==> src/rtl/axi_wr_chan_pkg.sv <==
// rtl/axi_wr_chan_pkg.sv - shared types and constants for the AXI write-channel demux
package axi_wr_chan_pkg;

  typedef enum logic [1:0] {
    ST_INIT,
    ST_ADDR,
    ST_DATA,
    ST_RESP
  } wr_state_e;

  localparam logic [1:0] BRESP_OKAY   = 2'b00;
  localparam logic [1:0] BRESP_SLVERR = 2'b10;

  localparam int CH_HI    = 7;
  localparam int CH_LO    = 4;
  localparam int LAST_BIT = 0;

endpackage

==> src/rtl/axi_beat_counter.sv <==
// rtl/axi_beat_counter.sv - burst beat counter: loads awlen, counts down per W handshake
module axi_beat_counter (
  input  logic       clk,
  input  logic       reset,
  input  logic       load,
  input  logic [7:0] len,
  input  logic       dec,
  output logic       is_last
);

  logic [7:0] cnt;

  always_ff @(posedge clk) begin
    if (reset) begin
      cnt <= 8'd0;
    end else if (load) begin
      cnt <= len;
    end else if (dec && (cnt != 8'd0)) begin
      cnt <= cnt - 8'd1;
    end
  end

  // The beat accepted while the count sits at zero closes the burst.
  assign is_last = (cnt == 8'd0);

endmodule

==> src/rtl/axi_wr_chan_demux.sv <==
// rtl/axi_wr_chan_demux.sv - AXI4 write slave steering each beat into one of NUM_CH FIFOs
// Optional: AXI_WLAST_CHECK_EN turns an s_wlast / beat-count disagreement into SLVERR.
module axi_wr_chan_demux
  import axi_wr_chan_pkg::*;
#(
  parameter int DATA_W = 32,
  parameter int ID_W   = 4,
  parameter int NUM_CH = 2,
  parameter int IDX_W  = 10
) (
  input  logic                clk,
  input  logic                reset,
  input  logic [ID_W-1:0]     s_awid,
  input  logic [31:0]         s_awaddr,
  input  logic [7:0]          s_awlen,
  input  logic                s_awvalid,
  output logic                s_awready,
  input  logic [DATA_W-1:0]   s_wdata,
  input  logic [DATA_W/8-1:0] s_wstrb,
  input  logic                s_wlast,
  input  logic                s_wvalid,
  output logic                s_wready,
  output logic [ID_W-1:0]     s_bid,
  output logic [1:0]          s_bresp,
  output logic                s_bvalid,
  input  logic                s_bready,
  input  logic [NUM_CH-1:0]   ch_full,
  output logic [NUM_CH-1:0]   ch_clr,
  output logic [NUM_CH-1:0]   ch_push,
  output logic [DATA_W-1:0]   wdata,
  output logic [DATA_W/8-1:0] wstrb,
  output logic [IDX_W-1:0]    index
);

  wr_state_e         state, next_state;
  logic [3:0]        cur_ch;
  logic              last_flag;
  logic              err_flag;
  logic              inc_pending;
  logic              is_last;
  logic              aw_hs;
  logic              w_hs;
  logic              wlast_bad;
  logic              beat_err;
  logic [15:0]       ch_full_ext;
  logic [NUM_CH-1:0] push_sel;
  logic              unused_addr;

  // Widened so an unmapped channel number indexes a zero instead of running off the vector.
  assign ch_full_ext = 16'(ch_full);
  assign s_wready    = (state == ST_DATA) && (err_flag || !ch_full_ext[cur_ch]);
  assign aw_hs       = s_awready && s_awvalid;
  assign w_hs        = s_wvalid && s_wready;
  assign unused_addr = ^{s_awaddr[31:CH_HI+1], s_awaddr[CH_LO-1:LAST_BIT+1]};

`ifdef AXI_WLAST_CHECK_EN
  assign wlast_bad = (s_wlast != is_last);
`else
  logic unused_wlast;
  assign unused_wlast = s_wlast;
  assign wlast_bad    = 1'b0;
`endif

  assign beat_err = err_flag || wlast_bad;

  axi_beat_counter u_beat_counter (
    .clk     (clk),
    .reset   (reset),
    .load    (aw_hs),
    .len     (s_awlen),
    .dec     (w_hs),
    .is_last (is_last)
  );

  always_comb begin
    push_sel = '0;
    for (int i = 0; i < NUM_CH; i++) begin
      push_sel[i] = (cur_ch == 4'(i));
    end
  end

  always_ff @(posedge clk) begin
    if (reset) begin
      state <= ST_INIT;
    end else begin
      state <= next_state;
    end
  end

  always_comb begin
    next_state = state;
    s_awready  = 1'b0;
    s_bvalid   = 1'b0;
    ch_clr     = '0;
    case (state)
      ST_INIT: begin
        // Clear pulse is held off while reset is still asserted.
        ch_clr     = reset ? '0 : '1;
        next_state = ST_ADDR;
      end
      ST_ADDR: begin
        s_awready = 1'b1;
        if (s_awvalid) next_state = ST_DATA;
      end
      ST_DATA: begin
        if (w_hs && is_last) next_state = ST_RESP;
      end
      ST_RESP: begin
        s_bvalid = 1'b1;
        if (s_bready) next_state = ST_ADDR;
      end
      default: next_state = ST_INIT;
    endcase
  end

  always_ff @(posedge clk) begin
    if (reset) begin
      cur_ch      <= 4'd0;
      last_flag   <= 1'b0;
      err_flag    <= 1'b0;
      inc_pending <= 1'b0;
      s_bid       <= '0;
      s_bresp     <= BRESP_OKAY;
      ch_push     <= '0;
      wdata       <= '0;
      wstrb       <= '0;
      index       <= '0;
    end else begin
      ch_push     <= '0;
      inc_pending <= 1'b0;
      if (state == ST_INIT) index <= '0;
      // Record index advances the cycle after the closing push of a last-flagged record.
      if (inc_pending) index <= index + 1'b1;
      if (aw_hs) begin
        s_bid     <= s_awid;
        cur_ch    <= s_awaddr[CH_HI:CH_LO];
        last_flag <= s_awaddr[LAST_BIT];
        err_flag  <= (int'(s_awaddr[CH_HI:CH_LO]) >= NUM_CH);
      end
      if (w_hs) begin
        err_flag <= beat_err;
        if (!beat_err) begin
          ch_push <= push_sel;
          wdata   <= s_wdata;
          wstrb   <= s_wstrb;
        end
        if (is_last) begin
          s_bresp     <= beat_err ? BRESP_SLVERR : BRESP_OKAY;
          inc_pending <= last_flag && !beat_err;
        end
      end
    end
  end

endmodule
==> config.mk <==
export PLATFORM = sky130hd
export DESIGN_NAME = axi_wr_chan_demux
export DESIGN_NICKNAME = d
export VERILOG_FILES = /design/src/rtl/axi_wr_chan_pkg.sv /design/src/rtl/axi_beat_counter.sv /design/src/rtl/axi_wr_chan_demux.sv
export SDC_FILE = /design/constraint.sdc
export NUM_CORES = 1
export LEC_CHECK = 0
export ABC_AREA = 1
export CORE_MARGIN = 2
export CORE_UTILIZATION = 40
export DETAILED_ROUTE_END_ITERATION = 8
export PLACE_DENSITY = 0.83
export SYNTH_ARGS = -nofsm -noshare
export SYNTH_HDL_FRONTEND = slang
export SYNTH_HIERARCHICAL = 1
export SYNTH_SLANG_ARGS = --single-unit
==> constraint.sdc <==
create_clock -name clk -period 4.3 [get_ports clk]
set_input_delay 0.645 -clock clk [delete_from_list [all_inputs] [get_ports clk]]
set_output_delay 0.645 -clock clk [all_outputs]
set_load 0.03 [all_outputs]
==> results of run 1 <==
==> cell families after synthesis <==
kind of cell               synth area share (%)
AOI/OAI and AO/OA                          12.1
xor gates and xnor gates                  0.283
adders and majority gates                  3.24
buffers and inverters                      8.82
DFF                                        45.3
other                                     0.121
and+or+nand+nor                            30.1
==> final timing paths <==
check,from,to,slack (ns),depth (start not counted)
min,last_flag,inc_pending,0.45,2
max,reset,ch_clr[1],1.37,3
max reg2reg,state[1],u_beat_counter/cnt[7],1.91,9
min reg2reg,last_flag,inc_pending,0.45,2
==> final cells by class <==
class,instances,area [um2],share of cell area (%)
clock inverter,5,57.6,1.28
clock buffer,11,151,3.37
sequential,70,1400,31.2
timing repair buffer,119,1190,26.4
tap,102,128,2.84
multi-input combinational,296,1420,31.6
inverter,36,144,3.21
==> per-layer routing <==
layer | up-vias | wire, um | GRT usage [%]
met2 | 111 | 3980 | 35.8
met3 | 10 | 658 | 6.90
met5 | - | 0 | 0
met4 | 0 | 111 | 7.21
met1 | 1386 | 3190 | 21.1
li1 | 1569 | - | -
==> power by group <==
group          switching [mW]  internal [mW]  total [mW]
Combinational           0.537          0.344       0.881
Clock                   0.253          0.298       0.551
Sequential             0.0690          0.746       0.815
Total                   0.859           1.39        2.25
==> metrics by stage <==
| step | setup WS, ns | instance area (um2) |
|---|---|---|
| 2_1_floorplan | 2.13 | 3090 |
| 3_3_place_gp | 1.42 | 4280 |
| 3_5_place_dp | 1.36 | 4280 |
| 4_1_cts | 1.36 | 4490 |
| 5_1_grt | 1.28 | 4490 |
| 6_report | 1.37 | 4490 |
==> worst max-delay path: stages <==
cell and delay [ns]:
clkdlybuf4s50_1 0.67, nor2_1 0.26, clkdlybuf4s50_1 0.70
==> state kept, by name, indices dropped and copies added (netlist names), 2 cells and up <==
signal,flops
ch_push,2
cur_ch,4
index,10
s_bid,4
state,2
u_beat_counter/cnt,8
wdata,32
wstrb,4
==> cells in the final DEF, fill, tap and decap left out <==
cell type	n
a211oi_1	1
a21oi_1	13
a22oi_1	1
a311oi_1	1
buf_4	2
bufinv_16	1
clkbuf_8	11
clkdlybuf4s50_1	117
clkinv_1	1
clkinv_2	2
clkinvlp_4	3
conb_1	1
dfxtp_1	70
ha_1	8
inv_1	31
inv_2	2
inv_8	1
nand2_1	51
nand2_2	3
nand2_4	2
nand3_1	22
nand3_2	1
nand4_1	5
nor2_1	106
nor2_2	13
nor3_1	6
nor3_2	1
nor3b_1	2
nor4_1	2
o21ai_0	48
o21ai_1	5
o21bai_1	1
o22ai_1	1
o31ai_1	1
xnor2_1	1
==> metrics, run 1 <==
status=finished, final reports clean; Commonest cells post-synth=nor2_1 (106), dfxtp_1 (70), nand2_1 (51), o21ai_0 (48), inv_1 (31); Worst EP required=3.65 ns; clock-pin slew on the worst setup and hold paths=0.07 ns; number of global-route vias before repair=3,067; Final Core Density=59.0%; Routed wire per std cell=12.4 um; Horiz. Die Dim=91.9 um; min-delay worst type=flip-flop to flip-flop; hold_buf cts=0; dpl cells=623; Synth top area share=45.3%; WHS=0.450 ns; Post-synth EDFFs=0; Yosys cell types=35; Avg Cell Area, Syn=7.36 um2; asr flop ratio synth=0%; WL final=7.95 mm; Min Clock Period, post-route=2.93 ns; Critical Path End Type=primary output; die area=8450 um2; final setup fails=0; DR iter-0 viols=94; setup TNS=0 ns; VDD IR max=0.000269 V; Clock Skews=0.00818 ns; clk buf depth=2; total core area=7610 um2; chip height=91.9 um; ANT nets after route=0; CP arrival=2.28 ns; pwr dens=501 nW/um2; RSZ-0062 raised after global routing=no; post-cts sizing count=0; P&R area growth vs syn=45.1%; Syn Std Cell Area=3090 um2; register area share after synthesis=45.3%; Clock Latency Late Sink=0.34 ns; max-cap violations=0; Post-synth top flop=dfxtp_1; total number of vias=3,076; total track usage=19.8%; Leak=1.81 nW; Startpoint Class=input pin; initial antenna violation count=0; Initial Util=40.7%; fmax=342 MHz; Root Driver=clkbuf_8; yosys warns=6; count of state elements after synthesis=70; WS Path Type=input pin to primary output; Slew @ Worst Pin=0.563 ns; RD Place Congestion=0.823; drt via density=4.81; Nets=628; Max-slew headroom=62.4%; antenna fix cells=0; Post-DP HPWL=5.67 mm; clk sinks=70; drt pass-1 iters=4; I/O Pins=147; DRC viols=0; GRT overflow=0; first-pass GRT wire length=13.4 mm; row count=32; total power=2.25 mW; fin crit share=68.0%; H-Tree Depth=3; total CTS buffers=9; count leader, synth=nor2_1; Setup Fix Bufs, Post-CTS=0; largest area contributor in the netlist=dfxtp_1; Finished Layout Cells=639; Fin. Hold Viols=0; Fill cells=706; Mapped Cells=420; largest cells by area after synthesis=dfxtp_1 (45%), nor2_1 (13%), o21ai_0 (7.8%); # port buffers=117; CTS tree=yes; proportion of layout cells with a drive suffix above 1=7.82%; CP max FO=13; Final Max Slew Viols=0; Synth Net Count=516; largest net degree at the start of global routing=39
(Power assumes the default switching activity.)
==> run 2, diff against run 1 <==
==> constraint.sdc (replaced) <==
create_clock -name clk -period 2.8 [get_ports clk]
set_input_delay 0.42 -clock clk [delete_from_list [all_inputs] [get_ports clk]]
set_output_delay 0.42 -clock clk [all_outputs]
set_load 0.03 [all_outputs]
==> run 2 against run 1 <==
- setup slack lost 0.84 ns
- highest routed layer unchanged
- clock skew shrank 0.0014 ns
- largest cell class unchanged
- sequential power grew 53%
==> metrics, run 2 (synthesized netlist as in run 1, its figures left out) <==
Post-DP HPWL=5.78 mm (+2.0%); WS Path Type=input pin to primary output; Fill cells=683 (-3.3%); CP max FO=3 (-10); max-cap violations=0 (unchanged); WHS=0.458 ns (+0.00813 ns); Routed wire per std cell=12.1 um (-3.0%); Clock Latency Late Sink=0.34 ns (about the same); fin crit share=80.8%; final setup fails=0 (unchanged); clock-pin slew on the worst setup and hold paths=0.07 ns (about the same); WL final=7.78 mm (-2.1%); DR iter-0 viols=81 (-14%); total track usage=19.3% (-0.45 points); antenna fix cells=0 (unchanged); Worst EP required=2.38 ns (-1.27 ns); most frequent cells in the layout=clkdlybuf4s50_1 (117), nor2_1 (106), dfxtp_1 (70), nand2_1 (51), o21ai_0 (48); VDD IR max=0.000336 V (+25%); Reg-to-Reg Start=state[1]; Critical Path End Type=primary output; P&R area growth vs syn=47.4%; Largest register FFs=32 (unchanged); total power=3.50 mW (+56%); number of global-route vias before repair=3,061 (-0.20%); Initial Util=40.7% (unchanged); # port buffers=117 (unchanged); drt pass-1 iters=4 (unchanged); H-Tree Depth=3 (unchanged); total CTS buffers=9 (unchanged); Final Core Density=59.9% (+0.94 points); clk sinks=70 (unchanged); most common cell after layout, fill and taps aside=clkdlybuf4s50_1; total core area=7610 um2 (unchanged); min-delay worst type=flip-flop to flip-flop; Startpoint Class=input pin; total number of vias=3,033 (-1.4%); DRC viols=0 (unchanged); Largest regs=wdata: 32 flops, index: 10 flops, u_beat_counter/cnt: 8 flops; largest net degree at the start of global routing=37 (-5.1%); clk buf depth=2 (unchanged); Leak=1.85 nW (+2.5%); drt via density=4.70 (-2.3%); Nets=634 (+0.96%); chip height=91.9 um (unchanged); post-cts sizing count=0 (unchanged); Fin. Hold Viols=0 (unchanged); status=finished, final reports clean; I/O Pins=147 (unchanged); min-delay src=cur_ch[1]; CTS tree=yes; setup TNS=0 ns (unchanged); RSZ-0062 raised after global routing=no; Final Max Slew Viols=0 (unchanged); Clock Skews=0.00678 ns (-0.00140 ns); fmax=442 MHz; row count=32 (unchanged); initial antenna violation count=0 (unchanged); first-pass GRT wire length=13.3 mm (-0.72%); ANT nets after route=0 (unchanged); proportion of layout cells with a drive suffix above 1=8.84% (+1.0 points); Finished Layout Cells=645 (+0.94%); pwr dens=769 nW/um2 (+54%); Root Driver=clkbuf_8; CP arrival=1.84 ns (-0.44 ns); crit path launch=ch_full[0]; GRT overflow=0 (unchanged); Min Clock Period, post-route=2.26 ns; dpl cells=629 (+0.96%); Horiz. Die Dim=91.9 um (unchanged); die area=8450 um2 (unchanged); Biggest register=wdata; Setup Fix Bufs, Post-CTS=0 (unchanged); RD Place Congestion=0.870 (+5.7%); hold_buf cts=0 (unchanged)
## run 2: cell types whose count changed in the layout (fill, tap and decap cells not counted), sizes merged
cell,delta
clkinvlp,-2
bufinv,+1
clkbuf,-2
clkinv,+3
buf,+6
## run 2: final cells by class
cell class	count	area [um2]	area share [%]
clock buffers	9	124	2.72
multi-input cells	296	1420	31.1
flip-flops and latches	70	1400	30.7
repair buffers	125	1240	27.3
well taps	102	128	2.80
inverters	36	144	3.16
clock inverters	7	98.8	2.17
## run 2: worst max-delay path: stages
cell             delay (ns)
clkdlybuf4s50_1        0.44
nand2_1                0.08
nand2_1                0.05
nand2_2                0.08
nand2_1                0.07
inv_1                  0.05
clkdlybuf4s50_1        0.66
## run 2: per-layer routing
layer,up-vias,GRT usage [%],routed length [um]
li1,1581,-,-
met1,1351,20.3,3230
met2,90,35.6,3840
met3,11,6.49,602
met4,0,6.97,107
met5,-,0,0
## run 2: power by group
group / internal [mW] / total (mW) / leakage (nW) / switching, mW
Combinational: 0.549 / 1.36 / 1.18 / 0.810
Sequential: 1.15 / 1.25 / 0.569 / 0.106
Clock: 0.504 / 0.894 / 0.109 / 0.390
## run 2: stage by stage
stage               worst slack [ns]  cell area, um2
finish                         0.538            4560
floorplan                      0.913            3090
detailed placement             0.553            4340
global route                   0.425            4560
CTS                            0.518            4560
global placement               0.537            4340
## run 2: path summary, 6_finish.rpt
path	end	slack (ns)	cells past startpoint
min	ch_push[0]	0.46	1
max reg2reg	u_beat_counter/cnt[7]	1.00	9
max	s_wready	0.54	7
min reg2reg	ch_push[0]	0.46	1
